**config.mk**
```make
export PLATFORM = sky130hd
export DESIGN_NAME = mux2_1
export DESIGN_NICKNAME = d
export VERILOG_FILES = /design/src/rtl/mux2_1.sv
export SDC_FILE = /design/constraint.sdc
export NUM_CORES = 1
export LEC_CHECK = 0
export CAP_MARGIN = 20
export CORE_MARGIN = 2
export CORE_UTILIZATION = 39
export DETAILED_ROUTE_END_ITERATION = 6
export PLACE_DENSITY = 0.72
export SLEW_MARGIN = 20
export SYNTH_ARGS = -nofsm -noshare
export SYNTH_HDL_FRONTEND = slang
export SYNTH_SLANG_ARGS = --single-unit
```
**constraint.sdc**
```tcl
create_clock -name clk -period 1.4 [get_ports clk]
set_input_delay 0.35 -clock clk [delete_from_list [all_inputs] [get_ports clk]]
set_output_delay 0.35 -clock clk [all_outputs]
set_load 0.01 [all_outputs]
```
**src/rtl/mux2_1.sv**
```systemverilog
// 2-to-1 data selector: combinational result, a registered copy qualified by in_valid,
// a select echo, a one-cycle valid pipe and a saturating count of select transitions.
module mux2_1 #(
   parameter int unsigned WIDTH = 1,
   parameter int unsigned CNT_W = 8
) (
   input  logic             clk,
   input  logic             rst,
   input  logic [WIDTH-1:0] one,
   input  logic [WIDTH-1:0] zero,
   input  logic             select,
   input  logic             in_valid,
   output logic [WIDTH-1:0] out,
   output logic [WIDTH-1:0] out_q,
   output logic             out_valid,
   output logic             sel_q,
   output logic [CNT_W-1:0] sel_changes
);

   logic [WIDTH-1:0] mux_d;
   logic [WIDTH-1:0] data_q;
   logic             valid_q;
   logic             sel_echo_q;
   logic             prev_sel_q;
   logic [CNT_W-1:0] cnt_q;
   logic [CNT_W-1:0] cnt_d;
   logic             sel_edge;
   logic             cnt_sat;

   always_comb begin
      mux_d = select ? one : zero;
   end

   assign out = mux_d;

   // prev_sel_q tracks select every cycle, independent of in_valid
   assign sel_edge = (select != prev_sel_q);
   assign cnt_sat  = &cnt_q;

   always_comb begin
      cnt_d = cnt_q;
      if (sel_edge && !cnt_sat) begin
         cnt_d = cnt_q + CNT_W'(1);
      end
   end

   always_ff @(posedge clk or posedge rst) begin
      if (rst) begin
         data_q     <= '0;
         valid_q    <= 1'b0;
         sel_echo_q <= 1'b0;
         prev_sel_q <= 1'b0;
         cnt_q      <= '0;
      end else begin
         valid_q    <= in_valid;
         prev_sel_q <= select;
         cnt_q      <= cnt_d;
         if (in_valid) begin
            data_q     <= mux_d;
            sel_echo_q <= select;
         end
      end
   end

   assign out_q       = data_q;
   assign out_valid   = valid_q;
   assign sel_q       = sel_echo_q;
   assign sel_changes = cnt_q;

endmodule

```
* Word-level counts from Yosys, hierarchy flattened
Cells that the tools add are included.
** Storage, ports and cells
- Flip-flop bits (word level) :: 12
- Bits in latches :: 0
- Bits in writable memories :: 0
- Memory bits (read-only) :: 0
- Bits of input ports :: 6
- Output and inout port bits :: 12
- Word-level logic and storage cells :: 11
- Memories :: 0
** Operators by class
- Add/subtract/negate cells :: 1
- Multiply operators :: 0
- Divide/modulo/power cells :: 0
- Order comparisons :: 0
- Equal/unequal tests :: 1
- Shift-type cells :: 0
- Mux-type cells :: 1
- Bitwise operators :: 0
- Reductions and logical operators :: 3
** Operator list (number)
- adder 8 x 1 -> 8 bit (second input constant) :: 1
- AND reduction 8 bit :: 1
- logical AND 1 bit :: 1
- logical NOT 1 bit :: 1
- 2-to-1 mux 1 bit :: 1
- != test 1 bit :: 1

* Logic depth before layout (Yosys ltp)
- Depth in word-level cells :: 3
- Mapped depth :: 4
- Mapped depth without buffers :: 4

* Least setup slack after synthesis
No wires, ideal clock.
- Path kind :: reg2reg
- Start :: reg cnt_q[0], in the netlist sel_changes[0]
- End :: reg cnt_q[1], in the netlist sel_changes[1]
- Setup time :: 0.125 ns
- Arrival :: 1.373 ns
- Required time :: 1.275 ns
- Slack :: -0.098 ns
- Stages on the path, launching flop included :: 5
- Buffers on the path :: 0
- Clock period less this slack :: 1.498 ns
- Cells stage by stage :: dfrtp_1 ha_1 nand4_1 o21ai_2 mux2_4
** On the way
- Word-level cells in the longest chain between the ends :: 3
- Elaborated cells between the ends (all ways) :: 4
- Those cells by class :: 1 x add/sub; 3 x reduce/logical
** Ends and longest elaborated chain
- start, declared :: RTL line 25 : logic [CNT_W-1:0] cnt_q;
- start signal, assigned :: RTL line 57 : cnt_q <= cnt_d;
- parallel branches: the longest is 3 deep, another holds adder 8 x 1 -> 8 bit
Several ways; the timed one is not identified.
A chain may end at the register's enable or synchronous reset.

* Worst setup path after layout
Ends and elaborated chain as after synthesis.

==> impl_metrics.json <==
{
  "layout_common_cells": "sky130_fd_sc_hd__buf_4, sky130_fd_sc_hd__dlygate4sd2_1, sky130_fd_sc_hd__dfrtp_1",
  "floorplan.initialDensity_pct": 43.1,
  "drcViolationCount": 0,
  "synth_largest_type_area_fraction_pct": 52.3,
  "timing_max_transition_violations_final": 0,
  "fin_worst_skew_ps": 2.08,
  "critPathRequiredTime_ps": 1560,
  "crit_type": "flop to flop",
  "synth_seq_area_share_pct": 52.3,
  "antenna_violating_nets_post_route": 0,
  "finish.utilization_pct": 70.1,
  "syn-mean-instance-area_um2": 12.0,
  "timing.final.crit_period_ps": 1370,
  "syn_area_um2": 574,
  "first_global_vias": 505,
  "dp_hpwl_um": 893,
  "final.period_utilization_pct": 98.1,
  "hold-worst-slack_ps": 361,
  "count_of_yosys_warnings_during_synthesis": 0,
  "worst-slew-pin-transition_ps": 322,
  "drv.max_cap_violation_count": 0,
  "final_replace_weighted_congestion": 0.716,
  "insertion_delay_ps": 270,
  "clock_tree.htree_level_count": 1,
  "layout-drive-gt1-share_pct": 39.3,
  "vdd.ir_drop.worst_mv": 0.954,
  "cp.arrival_ps": 1530,
  "hold_class": "input port to async pin",
  "floorplan.io_pins": 18,
  "cp_max_fo": 5,
  "multiInputGateArea_um2": 302,
  "report.final.setup_viol": 0,
  "drt_wl_total_um": 1290,
  "numPlacedInstances": 90,
  "grt_usage_pct": 16.1,
  "relSlewSlack_pct": 78.4,
  "worst_setup_hold_path_clk_slew_ps": 80,
  "synth_top_cells_by_area": "sky130_fd_sc_hd__dfrtp_1, sky130_fd_sc_hd__mux2_2, sky130_fd_sc_hd__xnor2_1, sky130_fd_sc_hd__mux2_4, sky130_fd_sc_hd__nand2_1",
  "antenna_found_initial": 0,
  "die_h_um": 42.4,
  "cts-buffers-inserted": 3,
  "final_std_cells_w_o_fill": 99,
  "drtIter0Drc": 5,
  "detail_route.first_pass.iterations": 4,
  "viasPerCell": 5.29,
  "power-per-cell-area_nw_per_um2": 1850,
  "grt_max_degree": 13,
  "synth_top_area_cell": "sky130_fd_sc_hd__dfrtp_1",
  "routed_wire_length_per_instance_um": 13.0,
  "placement_rows": 13,
  "area_delta_synth_final_pct": 62.7,
  "num-nets-final": 92,
  "core-area_um2": 1330,
  "seq_area_um2": 303,
  "cts.hold.buffers_added": 0,
  "root_buffer": "sky130_fd_sc_hd__clkbuf_4",
  "outcome": "finished clean",
  "fmax_ghz": 0.728,
  "grt_first_pass_wirelength_um": 2150,
  "io_buffers": 17,
  "rsz0062_at_grt": "true",
  "die_width_um": 42.4,
  "hold_vio_cnt_final": 0,
  "synth_cells": 48,
  "cts.sinks": 12,
  "cts_tree": "built",
  "globalRouteOverflowTotal": 0,
  "worstSetupStartpointType": "flop",
  "post_synth_num_cell_types": 25,
  "die_area_um2": 1800,
  "critPathCaptureType": "flop",
  "cellLeakagePower_nw": 0.424,
  "max-clock-path-buffers": 2,
  "insertedDiodeCount": 0,
  "layout_commonest_cell": "sky130_fd_sc_hd__buf_4",
  "num-fill-cells": 107,
  "number_of_flip_flops_and_latches_in_the_synthesized_netlist": 12,
  "detailed_route_via_count": 524,
  "synthesis.nets": 55
}
==> synthesized netlist by cell type <==
cell and n:
sky130_fd_sc_hd__a21oi_1 2, sky130_fd_sc_hd__a41oi_1 1, sky130_fd_sc_hd__and3_1 1, sky130_fd_sc_hd__and4_1 1
sky130_fd_sc_hd__dfrtp_1 12, sky130_fd_sc_hd__ha_1 1, sky130_fd_sc_hd__inv_1 2, sky130_fd_sc_hd__mux2_1 1
sky130_fd_sc_hd__mux2_2 4, sky130_fd_sc_hd__mux2_4 1, sky130_fd_sc_hd__mux2i_1 1, sky130_fd_sc_hd__nand2_1 4
sky130_fd_sc_hd__nand2b_1 1, sky130_fd_sc_hd__nand3_1 2, sky130_fd_sc_hd__nand4_1 1, sky130_fd_sc_hd__nor2_1 1
sky130_fd_sc_hd__nor3_1 2, sky130_fd_sc_hd__nor4_1 1, sky130_fd_sc_hd__nor4b_2 1, sky130_fd_sc_hd__o211ai_1 1
sky130_fd_sc_hd__o21ai_0 1, sky130_fd_sc_hd__o21ai_2 1, sky130_fd_sc_hd__o21ba_2 1, sky130_fd_sc_hd__xnor2_1 3
sky130_fd_sc_hd__xor2_1 1
==> timing repair <==
item / 4_1_cts / 5_1_grt
setup buffers: 5 / 1
hold endpoints to repair: 0 / 0
endpoints found under the setup margin: 20 / 4
resized for setup: 21 / 3
pin swaps: 1 / 1
==> layout make-up <==
class,instances,area share [%]
Multi-Input combinational cell,34,32.3
Clock buffer,4,3.88
Tap cell,15,2.01
Timing Repair Buffer,32,28.6
Inverter,2,0.803
Sequential cell,12,32.4
==> flip-flops by register name, indices dropped and copies added, names as in the netlist <==
register,cells
out_q,1
out_valid,1
prev_sel_q,1
sel_changes,8
sel_q,1
==> metrics by stage <==
| step | power, mW | worst slack [ps] | instance area (µm²) | TNS [ps] |
|---|---|---|---|---|
| finish | 1.73 | 27.1 | 935 | 0 |
| global route | 1.86 | -23.4 | 935 | -36.9 |
| CTS | 1.68 | 7.96 | 908 | 0 |
| detailed placement | 1.42 | -648 | 853 | -4020 |
| global placement | 1.39 | -596 | 853 | -3510 |
| floorplan | 0.996 | 33.0 | 589 | 0 |
==> cells by family (layout without fill, tap and decap cells) <==
group                      Yosys count  after routing  share of synthesized area (%)
adders and majority gates            1              1                           2.18
xor gates and xnor gates             4              4                           6.10
buffers and inverters                2             38                           1.31
AOI/OAI and AO/OA                    7              7                           8.71
and+or+nand+nor                     15             15                           15.3
muxes                                7              7                           14.2
DFF                                 12             12                           52.3
==> layer usage <==
layer / global-route usage (%) / wire length [µm] / up-vias
met2: 28.0 / 630 / 21
met5: 0 / 0 / -
met1: 18.2 / 554 / 249
met4: 5.63 / 29 / 0
li1: - / - / 250
met3: 5.60 / 73 / 4
==> worst max-delay path, stage by stage (launching register included) <==
cell	delay (ps)
sky130_fd_sc_hd__dfrtp_2	410
sky130_fd_sc_hd__ha_4	150
sky130_fd_sc_hd__nand4_1	160
sky130_fd_sc_hd__o21ai_2	230
sky130_fd_sc_hd__mux2_4	320
==> final timing paths <==
kind / startpoint / depth (start not counted) / endpoint / slack, ps
max reg2reg: sel_changes[0] / 4 / sel_changes[1] / 30
min reg2reg: out_q / 1 / out_q / 510
max: sel_changes[0] / 4 / sel_changes[1] / 30
min in group clk: select / 2 / prev_sel_q / 490
min: rst / 3 / sel_changes[5] / 360
max in group asynchronous: rst / 3 / sel_changes[0] / 870
==> power by group <==
| group | internal [mW] | switching, mW | leakage (nW) |
|---|---|---|---|
| Combinational | 0.488 | 0.379 | 0.265 |
| Clock | 0.158 | 0.114 | 0.0210 |
| Sequential | 0.469 | 0.119 | 0.138 |
Note: power is estimated with default switching activity, not from simulation.
